`src/rtl/pattern_sender.sv`:
```
// Serial frame transmitter: 1001 header, MSB-first zero-stuffed payload, 3-bit zero guard.
// Latency: first header bit on x the cycle after start is accepted; frame_done on the last guard bit.
// Backpressure: start is accepted only while ready=1; a start seen while busy is dropped, not queued.
module pattern_sender #(
    parameter int DATA_W = 8
) (
    input  logic              clk,
    input  logic              reset,
    input  logic              start,
    input  logic [DATA_W-1:0] data,
    output logic              ready,
    output logic              busy,
    output logic              x,
    output logic              frame_done,
    output logic [2:0]        state
);

    typedef enum logic [2:0] {
        IDLE  = 3'd0,
        SYNC  = 3'd1,
        DATA  = 3'd2,
        STUFF = 3'd3,
        GUARD = 3'd4
    } state_t;

    localparam int CW = (DATA_W > 1) ? $clog2(DATA_W) : 1;

    state_t            st;
    logic [DATA_W-1:0] shreg;
    logic [CW-1:0]     bits_left;
    logic [2:0]        hdr_sr;
    logic [1:0]        cnt;
    logic [2:0]        hist;

    assign state = st;

    // x, state and hist always describe the same cycle: each branch loads the bit of the state it enters.
    always_ff @(posedge clk or negedge reset) begin
        if (!reset) begin
            st         <= IDLE;
            x          <= 1'b0;
            frame_done <= 1'b0;
            ready      <= 1'b1;
            busy       <= 1'b0;
            shreg      <= '0;
            bits_left  <= '0;
            hdr_sr     <= '0;
            cnt        <= '0;
            hist       <= '0;
        end else begin
            frame_done <= 1'b0;
            case (st)
                IDLE: begin
                    x <= 1'b0;
                    if (start) begin
                        st     <= SYNC;
                        ready  <= 1'b0;
                        busy   <= 1'b1;
                        shreg  <= data;
                        x      <= 1'b1;
                        hist   <= {hist[1:0], 1'b1};
                        hdr_sr <= 3'b001;
                        cnt    <= 2'd3;
                    end
                end
                SYNC: begin
                    if (cnt != 2'd0) begin
                        x      <= hdr_sr[2];
                        hist   <= {hist[1:0], hdr_sr[2]};
                        hdr_sr <= {hdr_sr[1:0], 1'b0};
                        cnt    <= cnt - 2'd1;
                    end else begin
                        st        <= DATA;
                        x         <= shreg[DATA_W-1];
                        hist      <= {hist[1:0], shreg[DATA_W-1]};
                        shreg     <= shreg << 1;
                        bits_left <= CW'(DATA_W - 1);
                    end
                end
                DATA: begin
                    if (hist == 3'b100) begin
                        st   <= STUFF;
                        x    <= 1'b0;
                        hist <= 3'b000;
                    end else if (bits_left != '0) begin
                        x         <= shreg[DATA_W-1];
                        hist      <= {hist[1:0], shreg[DATA_W-1]};
                        shreg     <= shreg << 1;
                        bits_left <= bits_left - 1'b1;
                    end else begin
                        st  <= GUARD;
                        x   <= 1'b0;
                        cnt <= 2'd2;
                    end
                end
                STUFF: begin
                    if (bits_left != '0) begin
                        st        <= DATA;
                        x         <= shreg[DATA_W-1];
                        hist      <= {hist[1:0], shreg[DATA_W-1]};
                        shreg     <= shreg << 1;
                        bits_left <= bits_left - 1'b1;
                    end else begin
                        st  <= GUARD;
                        x   <= 1'b0;
                        cnt <= 2'd2;
                    end
                end
                GUARD: begin
                    x <= 1'b0;
                    if (cnt != 2'd0) begin
                        cnt        <= cnt - 2'd1;
                        frame_done <= (cnt == 2'd1);
                    end else begin
                        st    <= IDLE;
                        ready <= 1'b1;
                        busy  <= 1'b0;
                    end
                end
                default: begin
                    st    <= IDLE;
                    x     <= 1'b0;
                    ready <= 1'b1;
                    busy  <= 1'b0;
                end
            endcase
        end
    end

endmodule

```
`config.mk`:
```
export PLATFORM = sky130hd
export DESIGN_NAME = pattern_sender
export DESIGN_NICKNAME = d
export VERILOG_FILES = /design/src/rtl/pattern_sender.sv
export SDC_FILE = /design/constraint.sdc
export NUM_CORES = 1
export LEC_CHECK = 0
export ABC_AREA = 1
export CORE_ASPECT_RATIO = 0.7
export CORE_UTILIZATION = 41
export DETAILED_ROUTE_END_ITERATION = 8
export PLACE_DENSITY_LB_ADDON = 0.08
export SYNTH_ARGS = -nofsm -noshare
export SYNTH_HDL_FRONTEND = slang
export SYNTH_SLANG_ARGS = --single-unit
```
`constraint.sdc`:
```
create_clock -name clk -period 2.4 [get_ports clk]
set_clock_uncertainty 0.2 [all_clocks]
set_input_delay 0.36 -clock clk [delete_from_list [all_inputs] [get_ports clk]]
set_output_delay 0.36 -clock clk [all_outputs]
set_load 0.01 [all_outputs]
```
-- Word-level counts from Yosys, hierarchy flattened
Cells that the tools add are included.
- flip-flop bits (word level): 26
- input bits: 11
- output and inout port bits: 7
- logic and storage cells: 83
- add/subtract/negate cells: 2
- eq/ne operators: 13
- mux-type cells: 41
- bitwise logic cells: 1
- reductions and logical operators: 16
- operators by type and width (cell ; number):
    3-bit two-way mux ; 13
    8-bit two-way mux ; 4
    8-bit one-hot mux with 4 select lines ; 1
    3-bit one-hot mux with 5 select lines ; 1
    3-bit one-hot mux with 4 select lines ; 1
    4-bit AND reduction ; 3
    1-bit two-way mux ; 11
    2-bit inequality test, second input constant ; 5
    3-bit one-hot mux with 3 select lines ; 1
    3-bit AND reduction ; 3
    2-bit two-way mux ; 4
    2-bit one-hot mux with 4 select lines ; 1
    4-bit nonzero test ; 2
    3-bit by 2-bit == test with 1-bit output, second input constant ; 2
    3-bit == test, second input constant ; 2
    1-bit one-hot mux with 3 select lines ; 2
    3-bit one-hot mux with 2 select lines ; 1
    3-bit nonzero test ; 2
    1-bit one-hot mux with 4 select lines ; 1
    2-bit nonzero test ; 2
    3-bit by 1-bit == test with 1-bit output, second input constant ; 1
    3-bit logical NOT ; 1
    3-bit inequality test, second input constant ; 1
    3-bit OR reduction ; 1
    other kinds (7) ; 7

-- Longest topological paths before layout
Gate-level depths: netlist of run 1.
- word-level depth: 4
- depth in mapped cells: 9
- depth with buffers taken out: 9

-- Worst setup path before layout of run 1
No wires, ideal clock.
- path kind: register to register
- start: reg cnt[0]
- end: reg bits_left[2]
- arrival: 1.214 ns
- data required time: 2.081 ns
- setup slack: 0.866 ns
- cell stages (with the launch flop): 9
- path buffers: 1
- clock period less this slack: 1.534 ns
- path through: dfrtp_1 > inv_1 > ha_1 > nor2_4 > nor2_4 > buf_6 > nand2_4 > nand2_1 > o21ai_2
- cells in the longest elaborated chain, start to end: 3
- RTL lines (item ; RTL line ; text):
    from (decl) ; 32 ; logic [1:0] cnt;
    from (signal assigned) ; 71 ; cnt <= cnt - 2'd1;
    from (signal assigned) ; 112 ; cnt <= cnt - 2'd1;
    2-bit nonzero test ; 67 ; if (cnt != 2'd0) begin
    2-bit inequality test (no line) ; -- ;
    3-bit AND reduction (no line) ; -- ;
    to (signal assigned) ; 77 ; bits_left <= CW'(DATA_W - 1);
    to (signal assigned) ; 89 ; bits_left <= bits_left - 1'b1;
    to (signal assigned) ; 102 ; bits_left <= bits_left - 1'b1;
    to (decl) ; 30 ; logic [CW-1:0] bits_left;
No other way between the ends.
A chain may end at the register's enable or synchronous reset.

-- Worst setup path in the final report of run 1
- start: reg st[0], in the netlist state[0]
- end: out state[0]
- RTL lines (item ; RTL line ; text):
    from (decl) ; 28 ; state_t st;
    from (signal assigned) ; 40 ; st <= IDLE;
    from (signal assigned) ; 56 ; st <= SYNC;
    from (signal assigned) ; 73 ; st <= DATA;
    to (decl) ; 15 ; output logic [2:0] state
No word-level cell between the ends.

==> results of run 1 <==
-- Yosys cell counts, types with 2 or more instances --
cell and count:
inv_1 17, o211ai_1 2, nand2_1 80, o21ai_0 6, inv_2 3, nand2_4 2, a21oi_1 4, ha_1 4
nand3_1 12, dfrtp_1 25, nor2_2 2, nand2_2 3, nor2_4 3, nor2_1 13, o21ai_2 3, nand4_1 4
-- through the flow --
stage	util	setup WS, ns	cell area (um^2)
4_1_cts	0.5366	0.4647	1769
2_1_floorplan	-	0.8662	1480
3_3_place_gp	0.5150	0.6153	1698
3_5_place_dp	0.5150	0.5688	1698
6_report	0.5366	0.4822	1769
5_1_grt	0.5366	0.4036	1769
-- per-layer routing --
layer  track usage  wire, um  vias to the layer above
li1              -         -                      652
met1        0.2808      1664                      560
met2        0.2844      1298                       23
met3       0.04808       127                        2
met4       0.04167        15                        0
met5             0         0                        -
-- registers in the layout, indices dropped and copies added, names as in the netlist --
register    count
cnt             2
hist            3
frame_done      1
shreg           8
ready           1
hdr_sr          3
busy            1
bits_left       3
x               1
state           3
-- cell type report --
class / count / area share
Tap cell: 47 / 0.03324
Timing Repair Buffer: 18 / 0.1004
Clock inverter: 1 / 0.01697
Inverter: 20 / 0.04243
Clock buffer: 3 / 0.02334
Sequential cell: 26 / 0.3685
Multi-Input combinational cell: 145 / 0.4151
-- report_power, final --
part	leakage, nW	switching, mW	internal (mW)
Combinational	0.572	0.924	0.523
Sequential	0.321	0.146	0.653
Clock	0.0357	0.137	0.223
Total	0.929	1.21	1.40
-- cells in the final DEF, fill, tap and decap left out, types with 3 or more instances in the layout --
master	count
nand2_2	3
nor2_1	13
o21ai_0	6
clkbuf_8	3
a21oi_1	4
o21ai_2	3
nor2_4	3
ha_1	4
clkdlybuf4s50_1	17
inv_2	3
dfrtp_1	25
nand3_1	12
inv_1	17
nand4_1	4
nand2_1	80
-- cells by family (layout without fill, tap and decap cells) --
family / after synthesis / in the layout
buffers and inverters: 22 / 42
flip-flops: 26 / 26
adder cells (fa/ha/maj): 4 / 4
AO/OA/AOI/OAI: 19 / 19
AND/OR/NAND/NOR: 121 / 121
XOR/XNOR: 1 / 1
-- worst paths after layout --
check / endpoint / slack, ns / depth (start not counted)
max: state[0] / 0.48 / 1
min: bits_left[1] / 0.25 / 2
max reg2reg: shreg[0] / 0.59 / 7
min reg2reg: shreg[2] / 0.28 / 2
max in group asynchronous: ready / 1.46 / 2
min in group clk: shreg[2] / 0.28 / 2
==> summary.txt, run 1 <==
Yosys warnings: 0
post-CTS setup buffer count: 0
ratio of cells with drive above 1 in the final layout: 0.1127
sequential share of the synthesized area: 0.4404
worst-path cell chain: clkdlybuf4s50_1
Detail Placement HPWL: 2328 um
post-synthesis mux area share: 0
n_diodes: 0
CP max FO: 6
Arr. time, crit path: 1.36 ns
hold buffers post-CTS: 0
Mapped Cells: 193
1st-iter DRT viols: 58
#FFs+latches synth: 26
Synth Area in Compound Gates: 0.07861
largest cells by area after synthesis: dfrtp_1 (42%), nand2_1 (20%), inv_1 (4.3%)
Setup Viol. Count Final: 0
WS Path Type: flip-flop to output port
filler instances: 320
synth unique cells: 26
Pins Over Slew Limit: 0
post-synth net total: 208
Post-synth EDFFs: 0
post-synthesis average cell area: 7.669 um^2
pin slew with the least headroom to its limit: 0.3901 ns
htree depth: 1
endpoint class of the critical path: output port
clock buffer depth: 2
critical path's slowest cell: clkdlybuf4s50_1
XOR/XNOR share of the synthesized area: 0.005917
Crit path buffers/inverters: 1
die area: 3858 um^2
Initial Util: 0.4490
unrepaired setup endpoints after global routing: no
Critical Path RT: 1.84 ns
Syn Std Cell Area: 1480 um^2
Final Hold Viols: 0
largest family of logic cells by synthesized area: simple AND/OR/NAND/NOR gates
CTS tree: yes
DIE HEIGHT: 52.27 um
power per cell area: 1473 nW/um^2
worst reg2reg path startpoint: cnt[0]
TritonCTS Sinks: 26
Total Wirelength: 3105 um
share of the synthesized area in the top cell type: 0.4227
initial antenna violation count: 0
Inst Count DP: 256
Register Area: 651.9 um^2
area of the multi-input gates: 734.5 um^2
LEAKAGE: 0.9287 nW
Hold WC Path Type: primary input to async pin
row count: 17
crit-path leading delay family: buffers and inverters
largest net degree at the start of global routing: 27
CTS buffer count: 3
Worst path max stage delay: 0.59 ns
FMAX: 521.4 MHz
vias in the first global route: 1,225
gr usage total: 0.1924
Area Overhead vs Synth: 19.53%
Slew headroom: 0.7393
first-pass GRT wire length: 5561 um
Simple-Gate Fraction of Synth Area: 0.3779
min cycle time layout: 1.918 ns
ys flop type: dfrtp_1
Critical Path Start: state[0]
Synth Area in Adders: 0.03381
post-route ant nets: 0
IO Port Bufs: 17
grt ovf: 0
DIE WIDTH: 73.82 um
Reg clk slew, reported paths: 0.09 ns
Non-Filler Instances: 260
top-level I/O count: 18
via count: 1,237
DR pass1 iterations: 4
crit share post-route: 0.7991
maximum VDD drop: 597.7 uV
asr flop ratio synth: 1.000
Design Power: 2.606 mW
CTS root buffer: clkbuf_8
clock latency on the worst-skew pair: 0.27 ns
Fin Hold WS: 0.2517 ns
Via density: 4.758
GPL Wtd Cong: 0.8915
MaxCap Viol Count: 0
routed wire length per instance: 11.94 um
DRC violation count after routing: 0
post-CTS resize count: 0
Setup TNS: 0 ns
Yosys top cell by area: dfrtp_1
startpoint types: flip-flop
run status: complete, no violations
core outline area: 3297 um^2
final net count: 229
(Power assumes the default switching activity.)
==> run 2, diff against run 1 <==
clock period = 1.7 ns   (was 2.4 ns; I/O delays follow)
==> run 2 against run 1 <==
Effect of this change:
- global-route usage increased by 1.5 points
- via count increased by 7.5%
- utilization increased by 4.7 points
- critical path type unchanged
- count of clock-buffer cells in the layout increased by 1
- sequential share of layout area decreased by 2.9 points
- critical endpoint is now busy
- register-to-register slack got worse by 0.50 ns
==> summary.txt, run 2 (synthesis gave the netlist of run 1 again) <==
run status: complete, no violations
Reg clk slew, reported paths: 0.09 ns
final net count: 243
Slew headroom: 0.7803
core outline area: 3297 um^2
WS Path Type: flip-flop to output port
setup slack, reg-to-reg: 0.09 ns
Crit path buffers/inverters: 1
row count: 17
CTS tree: yes
crit share post-route: 0.9545
power per cell area: 2080 nW/um^2
clock buffer depth: 2
most frequent cells in the layout: nand2_1 (78), dfrtp_1 (23), inv_1 (15)
max FFs per register: 8
die area: 3858 um^2
Total Wirelength: 3443 um
Initial Util: 0.4490
Design Power: 4.006 mW
LEAKAGE: 1.019 nW
area of the multi-input gates: 783.3 um^2
critical path's slowest cell: clkdlybuf4s50_1
top-level I/O count: 18
Final Hold Viols: 0
Inst Count DP: 263
placed inst area: 1763 um^2
endpoint class of the critical path: output port
leading cell type in the layout, fill and taps excluded: nand2_1
clock latency on the worst-skew pair: 0.27 ns
vias in the first global route: 1,307
Critical Path RT: 1.24 ns
Util after Layout: 0.5841
Register Area: 654.4 um^2
1st-iter DRT viols: 44
Detail Placement HPWL: 2542 um
Hold WC Path Type: primary input to async pin
maximum VDD drop: 1121 uV
gr usage total: 0.2075
DIE WIDTH: 73.82 um
Biggest register: shreg
initial antenna violation count: 0
CP max FO: 2
Arr. time, crit path: 1.17 ns
Critical Path Start: busy
routed wire length per instance: 12.57 um
CTS root buffer: clkbuf_8
TritonCTS Sinks: 26
grt ovf: 0
Area Overhead vs Synth: 30.09%
Worst path max stage delay: 0.54 ns
filler instances: 296
GPL Wtd Cong: 0.9761
worst-path cell chain: clkdlybuf4s50_1
worst reg2reg path startpoint: state[2]
largest net degree at the start of global routing: 27
startpoint types: flip-flop
via count: 1,330
min cycle time layout: 1.623 ns
ratio of cells with drive above 1 in the final layout: 0.2115
Non-Filler Instances: 274
DRC violation count after routing: 0
Pins Over Slew Limit: 0
MaxCap Viol Count: 0
Setup Viol. Count Final: 0
crit-path leading delay family: buffers and inverters
n_diodes: 0
DIE HEIGHT: 52.27 um
DR pass1 iterations: 4
Design Area, Final: 1926 um^2
Fin Hold WS: 0.1442 ns
CTS buffer count: 3
htree depth: 1
IO Port Bufs: 17
Via density: 4.854
post-route ant nets: 0
FMAX: 616.3 MHz
pin slew with the least headroom to its limit: 0.3295 ns
first-pass GRT wire length: 6003 um
==> run 2: per-layer routing <==
layer / vias to the layer above / share of wire / global-route usage
met4: 0 / 0.0090 / 0.04167
met3: 6 / 0.038 / 0.04808
met2: 31 / 0.45 / 0.3410
met5: - / 0 / 0
met1: 618 / 0.50 / 0.2800
li1: 675 / - / -
==> run 2: cell type report <==
type,count,area share
multi-input cells,145,0.4068
flip-flops and latches,26,0.3398
repair buffers,32,0.1527
inverters,20,0.04159
well taps,47,0.03054
clock buffers,4,0.02859
==> run 2: report_power, final <==
group | internal (mW) | leakage [nW] | switching [mW]
Combinational | 1.01 | 0.672 | 1.47
Clock | 0.207 | 0.0288 | 0.200
Sequential | 0.927 | 0.318 | 0.194
Total | 2.15 | 1.02 | 1.86
==> run 2: through the flow <==
step / setup WS (ns) / TNS (ns)
after global routing: -0.006269 / -0.008034
after global placement: 0.04312 / 0
final: 0.07742 / 0
after detailed placement: -0.006901 / -0.006901
after floorplan: 0.1662 / 0
after CTS: 0.002810 / 0
==> run 2: path summary, 6_finish.rpt <==
check,endpoint,cells past startpoint
setup / recovery,busy,1
hold / removal,bits_left[2],2
setup reg to reg,shreg[0],9
hold reg to reg,ready,2
max in group asynchronous,ready,2
min in group clk,ready,2
==> run 2: repair_timing <==
| action | CTS | global route |
|---|---|---|
| gates resized for setup | 7 | 16 |
| hold buffers | 0 | 0 |
| endpoints found under the hold margin | 0 | 0 |
| pin swaps | 0 | 5 |
| setup endpoints to repair | 5 | 23 |
| setup buffers | 2 | 5 |
